## src/rtl/imm_gen_pipe.sv

```systemverilog
// rtl/imm_gen_pipe.sv - RV32 immediate decoder feeding a 2-entry skid FIFO.
// Optional Z-immediate (CSR uimm) decode is enabled by defining IMM_GEN_ZIMM_EN.
module imm_gen_pipe #(
  parameter int XLEN = 32
) (
  input  logic            clk,
  input  logic            rst,
  input  logic            in_valid,
  output logic            in_ready,
  input  logic [31:0]     in_instr,
  output logic            out_valid,
  input  logic            out_ready,
  output logic [XLEN-1:0] out_imm,
  output logic [2:0]      out_fmt,
  output logic [31:0]     out_instr,
  output logic [1:0]      occupancy
);

  localparam logic [2:0] FMT_NONE = 3'd0;
  localparam logic [2:0] FMT_I    = 3'd1;
  localparam logic [2:0] FMT_S    = 3'd2;
  localparam logic [2:0] FMT_B    = 3'd3;
  localparam logic [2:0] FMT_U    = 3'd4;
  localparam logic [2:0] FMT_J    = 3'd5;
`ifdef IMM_GEN_ZIMM_EN
  localparam logic [2:0] FMT_Z    = 3'd6;
`endif

  typedef enum logic [1:0] {
    EMPTY = 2'd0,
    ONE   = 2'd1,
    FULL  = 2'd2
  } state_t;

  state_t          state, state_nx;
  logic            wr_ptr, rd_ptr;
  logic            push, pop;
  logic [XLEN-1:0] dec_imm;
  logic [2:0]      dec_fmt;
  logic [XLEN-1:0] imm_mem   [2];
  logic [2:0]      fmt_mem   [2];
  logic [31:0]     instr_mem [2];

  // Fill with the sign first, then overwrite the low field; this reaches XLEN for any width.
  always_comb begin
    dec_imm = '0;
    dec_fmt = FMT_NONE;
    case (in_instr[6:0])
      7'b0010011, 7'b0000011, 7'b1100111: begin
        dec_fmt       = FMT_I;
        dec_imm       = {XLEN{in_instr[31]}};
        dec_imm[11:0] = in_instr[31:20];
      end
      7'b0100011: begin
        dec_fmt       = FMT_S;
        dec_imm       = {XLEN{in_instr[31]}};
        dec_imm[11:0] = {in_instr[31:25], in_instr[11:7]};
      end
      7'b1100011: begin
        dec_fmt       = FMT_B;
        dec_imm       = {XLEN{in_instr[31]}};
        dec_imm[12:0] = {in_instr[31], in_instr[7], in_instr[30:25], in_instr[11:8], 1'b0};
      end
      7'b0110111, 7'b0010111: begin
        dec_fmt       = FMT_U;
        dec_imm       = {XLEN{in_instr[31]}};
        dec_imm[31:0] = {in_instr[31:12], 12'b0};
      end
      7'b1101111: begin
        dec_fmt       = FMT_J;
        dec_imm       = {XLEN{in_instr[31]}};
        dec_imm[20:0] = {in_instr[31], in_instr[19:12], in_instr[20], in_instr[30:21], 1'b0};
      end
`ifdef IMM_GEN_ZIMM_EN
      7'b1110011: begin
        if (in_instr[14]) begin
          dec_fmt      = FMT_Z;
          dec_imm[4:0] = in_instr[19:15];
        end
      end
`endif
      default: begin
        dec_imm = '0;
        dec_fmt = FMT_NONE;
      end
    endcase
  end

  // Ready depends only on held state and reset, never on out_ready.
  assign in_ready  = !rst && (state != FULL);
  assign out_valid = (state != EMPTY);
  assign push      = in_valid && in_ready;
  assign pop       = out_valid && out_ready;
  assign occupancy = state;
  assign out_imm   = imm_mem[rd_ptr];
  assign out_fmt   = fmt_mem[rd_ptr];
  assign out_instr = instr_mem[rd_ptr];

  always_comb begin
    state_nx = state;
    case (state)
      EMPTY: if (push) state_nx = ONE;
      ONE: begin
        if (push && !pop)      state_nx = FULL;
        else if (pop && !push) state_nx = EMPTY;
      end
      FULL:    if (pop) state_nx = ONE;
      default: state_nx = EMPTY;
    endcase
  end

  always_ff @(posedge clk or posedge rst) begin
    if (rst) begin
      state        <= EMPTY;
      wr_ptr       <= 1'b0;
      rd_ptr       <= 1'b0;
      imm_mem[0]   <= '0;
      imm_mem[1]   <= '0;
      fmt_mem[0]   <= FMT_NONE;
      fmt_mem[1]   <= FMT_NONE;
      instr_mem[0] <= '0;
      instr_mem[1] <= '0;
    end else begin
      state <= state_nx;
      if (push) begin
        imm_mem[wr_ptr]   <= dec_imm;
        fmt_mem[wr_ptr]   <= dec_fmt;
        instr_mem[wr_ptr] <= in_instr;
        wr_ptr            <= ~wr_ptr;
      end
      if (pop) begin
        rd_ptr <= ~rd_ptr;
      end
    end
  end

endmodule

```

## config.mk

```make
export PLATFORM = sky130hd
export DESIGN_NAME = imm_gen_pipe
export DESIGN_NICKNAME = d
export VERILOG_FILES = /design/src/rtl/imm_gen_pipe.sv
export SDC_FILE = /design/constraint.sdc
export NUM_CORES = 1
export LEC_CHECK = 0
export CAP_MARGIN = 40
export CORE_ASPECT_RATIO = 0.6
export CORE_UTILIZATION = 50
export CTS_CLUSTER_SIZE = 8
export DETAILED_ROUTE_END_ITERATION = 8
export DONT_BUFFER_PORTS = 1
export SYNTH_ARGS = -nofsm -noshare
export SYNTH_HDL_FRONTEND = slang
export SYNTH_SLANG_ARGS = --single-unit
```

## constraint.sdc

```tcl
create_clock -name clk -period 6.7 [get_ports clk]
set_clock_uncertainty 0.15 [all_clocks]
set_input_delay 0.67 -clock clk [delete_from_list [all_inputs] [get_ports clk]]
set_output_delay 0.67 -clock clk [all_outputs]
set_load 0.01 [all_outputs]
```

Yosys cells after proc, flatten, opt, wreduce, memory -nomap -nowiden
Cells that the tools add are included.
{ "word_totals": {"memories": 0, "romBits": 0, "latch_bits": 0, "output_inout_bits": 71, "elab_cells": 67, "ramBits": 0, "register_bits": 138} }
{ "classes": {"magnitude_cmp": 3, "mux": 23, "n_reduce_logical": 14, "n_shift": 0, "n_eq_ne": 14, "mul": 0, "bitwise": 4, "addsub": 0, "div_mod_pow": 0} }
{ "ops": {"columns": ["cell", "n"], "rows": [
  ["32-bit 2-to-1 mux", 7],
  ["32-bit case mux with 5 select lines", 1],
  ["64-bit bitwise mux", 2],
  ["32-bit demux with 1-bit select", 1],
  ["7-bit == test, second input constant", 3],
  ["3-bit case mux with 5 select lines", 1],
  ["7-bit by 5-bit == test with 1-bit output, second input constant", 2],
  ["7-bit by 6-bit == test with 1-bit output, second input constant", 2],
  ["3-bit 2-to-1 mux", 4],
  ["2-bit 2-to-1 mux", 4],
  ["7-bit by 2-bit == test with 1-bit output, second input constant", 1],
  ["6-bit bitwise mux", 1],
  ["1-bit logical AND", 6],
  ["2-bit != test, second input constant", 3],
  ["2-bit case mux with 3 select lines", 1],
  ["2-bit greater-or-equal comparator, second input constant", 2],
  ["1-bit inverter with 2-bit output", 2],
  ["3-bit demux with 1-bit select", 1],
  ["1-bit logical NOT", 3],
  ["3-bit != test, second input constant", 1],
  ["3-bit AND reduction", 1],
  ["3-bit OR reduction", 1],
  ["2-bit by 1-bit == test with 1-bit output, second input constant", 1],
  ["2-bit == test, second input constant", 1],
  ["5 further kinds", 6]
]} }

Longest topological paths before layout
{ "logic_depth": {"word_depth": 8, "ltp_mapped": 7, "mapped_depth_nobuf": 4} }

Least setup slack after synthesis
Ideal clock, no wire load.
{ "synth_timing": {"path_kind": "register to output", "startpoint": "register rd_ptr", "endpoint": "output out_instr[10]", "arrival_ns": 1.425, "stages_incl_launch_ff": 5, "n_path_buf": 3, "path_slack_ns": 4.455, "required_time_ns": 5.880, "path_cell_list": "dfrtp_1 clkbuf_1 buf_1 buf_2 mux2_2"} }
{ "synth_between": {"elab_chain_len": 4} }
{ "synth_lines": {"columns": ["element", "line_no", "text"], "rows": [
  ["start: declaration", "36", "logic wr_ptr, rd_ptr;"],
  ["start signal: assignment", "132", "rd_ptr <= ~rd_ptr;"],
  ["1-bit inverter with 2-bit output (not written as such)", "97", "assign out_instr = instr_mem[rd_ptr];"],
  ["32-bit 2-to-1 mux (not written as such) (3 in series)", "97", null],
  ["end: declaration", "15", "output logic [31:0] out_instr,"]
]} }
Every way passes these cells. The select of a mux whose other input is x is not followed.

Final worst setup path
{ "layout_timing": {"startpoint": "input in_valid", "endpoint": "register imm_mem[14] (netlist name)"} }
{ "layout_between": {"elab_chain_len": 1} }
{ "layout_lines": {"columns": ["element", "line_no", "text"], "rows": [
  ["start: declaration", "8", "input logic in_valid,"],
  ["1-bit logical AND", "92", "assign push = in_valid && in_ready;"],
  ["end signal: indexed assignment", "126", "imm_mem[wr_ptr] <= dec_imm;"],
  ["end: declaration", "40", "logic [XLEN-1:0] imm_mem [2];"]
]} }
Every way passes these cells.
A chain may end at the register's enable or synchronous reset.

==> reports/metrics.cfg <==
[synthesis]
ys_types = 49
synthCells = 551
yosysTopAreaCell = dfrtp_1
async_reset_ff_frac = 1.00
synthSimpleGateAreaFrac = 0.124
synth-edff-count = 0
synth_top_area_share = 0.537
syn_avg_cell_area_um2 = 11.7
synth_fa_ha_area_frac = 0
synthMuxAreaShare = 0.187
synth_area_leaders = dfrtp_1 (54%), mux2_2 (19%), nand2_1 (5.8%)
synth_top_family_by_area = multiplexers
synth-seq-cells = 138
syn_nets = 587
synth_xor_area_frac = 0.00136
synth_warnings = 0
synthesis.area_mm2 = 0.00643
yosys_most_used_dff = dfrtp_1
yosysSeqAreaShare = 0.537
synth_compound_area_frac = 0.116

[place]
gp_congestion = 0.768
dp_slack_ns = 3.48
io_buffers = 0
hpwl_um = 9740
placed_cells_incl_taps = 685

[run]
drv_cap = 0

[floorplan]
fp.dieH_um = 89.8
start_util = 0.523
dieWidth_um = 148
core_area_mm2 = 0.0123
rows = 31
ioPinCount = 107
die-area_mm2 = 0.0133

[worst_setup_path]
path_delay_family = simple AND/OR/NAND/NOR gates
cp.required_ns = 6.90
startpoint = in_valid
critPathLaunchType = input port
critPathBufInv = 1
critPathKind = input port to flop
crit_path_max_fanout = 47
critPathMaxStageDelay_ns = 0.56
r2r_setup_slack_ns = 3.93
cp_slowest_cell = nand3_4
cp.arrival_ns = 3.00
path_cells = nor2b_1 -> nand3_4 -> buf_4 -> nor3b_2 -> a221o_1
end_kind = flop
r2r-start = occupancy[0]

[clock_network]
cts_hold_buf = 0
post_cts_resized = 0
cts-root-buf = clkbuf_16
insertion_delay_ns = 0.41
cts_buffers = 17
tritoncts = yes
htreeDepth = 4
cts_buffer_depth = 2
cts.reportedPaths.clkPinSlew_ns = 0.06
cts.sinks = 138
cts_setup_buffers = 0

[drt]
drc = 0
drt_iter0_drc = 294
ant_nets = 0
vias_per_cell = 5.96
wl_per_cell_um = 20.9
dr_total_vias = 4275
dr.pass1.iters = 5
drt-total-wl_um = 15000

[power_and_ir_drop]
p_switching_mw = 0.810
p_per_area_mw_per_mm2 = 386
p_comb_frac = 0.224
switching_share = 0.291
total_power_mw = 2.79
seqPwrFrac = 0.403
clock_power_share = 0.373
leakagePower_nw = 3.53
intPower_mw = 1.98
ir_drop_v = 0.000156

[final_layout]
final_cell_mix = dfrtp_1 (137), mux2_2 (106), nand2_1 (100)
fin_cells = 717
syn2layout_area_growth_pct = 12.3
mostFrequentLayoutCell = dfrtp_1
antenna_cells = 0
drive_above_1_share = 0.292
final_nets = 575

[sta]
rsz0062_at_grt = no
worst_slew_pin_slew_ns = 0.808
fin_ws_ns = 3.90
min_period_ns = 2.80
fin_crit_sh = 0.418
setup-violations-final = 0
slew_headroom = 0.461
fmax_ghz = 0.357
whs_ns = 0.0578
finalHoldViolations = 0
setup_tns_ns = 0
slew_violations = 0

[global_route]
grt_pass1_vias = 4468
met2_usage = 0.356
grtUsageMet1 = 0.345
grtUsageTotal = 0.243
grt_busiest_layer = met2
grt_max_degree = 74
grt_first_pass_wirelength_um = 24700
antenna_found_initial = 0
overflow = 0
use_met3 = 0.0711

[status]
status = complete, no violations

[min_path]
hp-class = input port to async pin

-- stage by stage --
step	util	instance area (um2)
global placement	0.529	6510
floorplan	-	6430
detailed placement	0.534	6560
CTS	0.587	7220
finish	0.587	7220
global route	0.587	7220
-- synth_stat cells (2+ instances only) --
| cell | instances |
|---|---|
| nor3_1 | 2 |
| a21o_1 | 2 |
| a221o_1 | 16 |
| buf_4 | 5 |
| a21oi_1 | 3 |
| or2_2 | 2 |
| buf_1 | 5 |
| nor3b_1 | 3 |
| buf_6 | 2 |
| a211o_1 | 22 |
| buf_2 | 13 |
| nor2_1 | 26 |
| nand2_1 | 100 |
| o21ai_0 | 16 |
| clkbuf_1 | 14 |
| mux2_2 | 106 |
| and3_1 | 2 |
| inv_1 | 7 |
| dfrtp_1 | 138 |
| nand3_1 | 16 |
| a31oi_1 | 2 |
| a22o_1 | 13 |
| nand3b_1 | 2 |
| nor3b_2 | 2 |
| nor2b_1 | 3 |
| o2bb2ai_1 | 5 |
| o31ai_1 | 2 |
-- logic make-up after synthesis --
| group | Yosys count |
|---|---|
| muxes | 107 |
| DFF | 138 |
| and+or+nand+nor | 169 |
| xor gates and xnor gates | 1 |
| AOI/OAI and AO/OA | 90 |
| buffers and inverters | 46 |
-- metal layers --
layer	routed length, um	vias to the layer above
li1	-	1945
met1	7120	2183
met2	6570	131
met3	1080	16
met4	193	0
met5	0	-
-- state kept, by name, indices dropped and copies added (netlist names) --
register   count
imm_mem       64
instr_mem     64
fmt_mem        6
occupancy      2
rd_ptr         1
wr_ptr         1
-- cell type report --
| class | count | area (um2) |
|---|---|---|
| clock inverters | 14 | 219 |
| fillers | 1005 | 5070 |
| clock buffers | 18 | 439 |
| well taps | 165 | 206 |
| flip-flops and latches | 138 | 3460 |
| inverters | 7 | 31.3 |
| multi-input cells | 367 | 2770 |
| repair buffers | 8 | 100 |
-- path summary, 6_finish.rpt --
check                           endpoint  depth (start not counted)
hold / removal              occupancy[0]                          1
hold reg to reg            instr_mem[40]                          2
max in group asynchronous         rd_ptr                          3
setup / recovery             imm_mem[14]                          5
min in group clk            occupancy[1]                          1
setup reg to reg             imm_mem[59]                          6
-- power by group through the flow --
stage | Sequential [mW] | Combinational (mW) | Clock (mW)
after floorplan | 1.07 | 0.553 | 0
after global placement | 1.18 | 0.539 | 0
after detailed placement | 1.14 | 0.631 | 0
after CTS | 1.12 | 0.634 | 1.05
after global routing | 1.15 | 0.680 | 1.09
final | 1.12 | 0.624 | 1.04
Power figures use the tool's default switching activity.
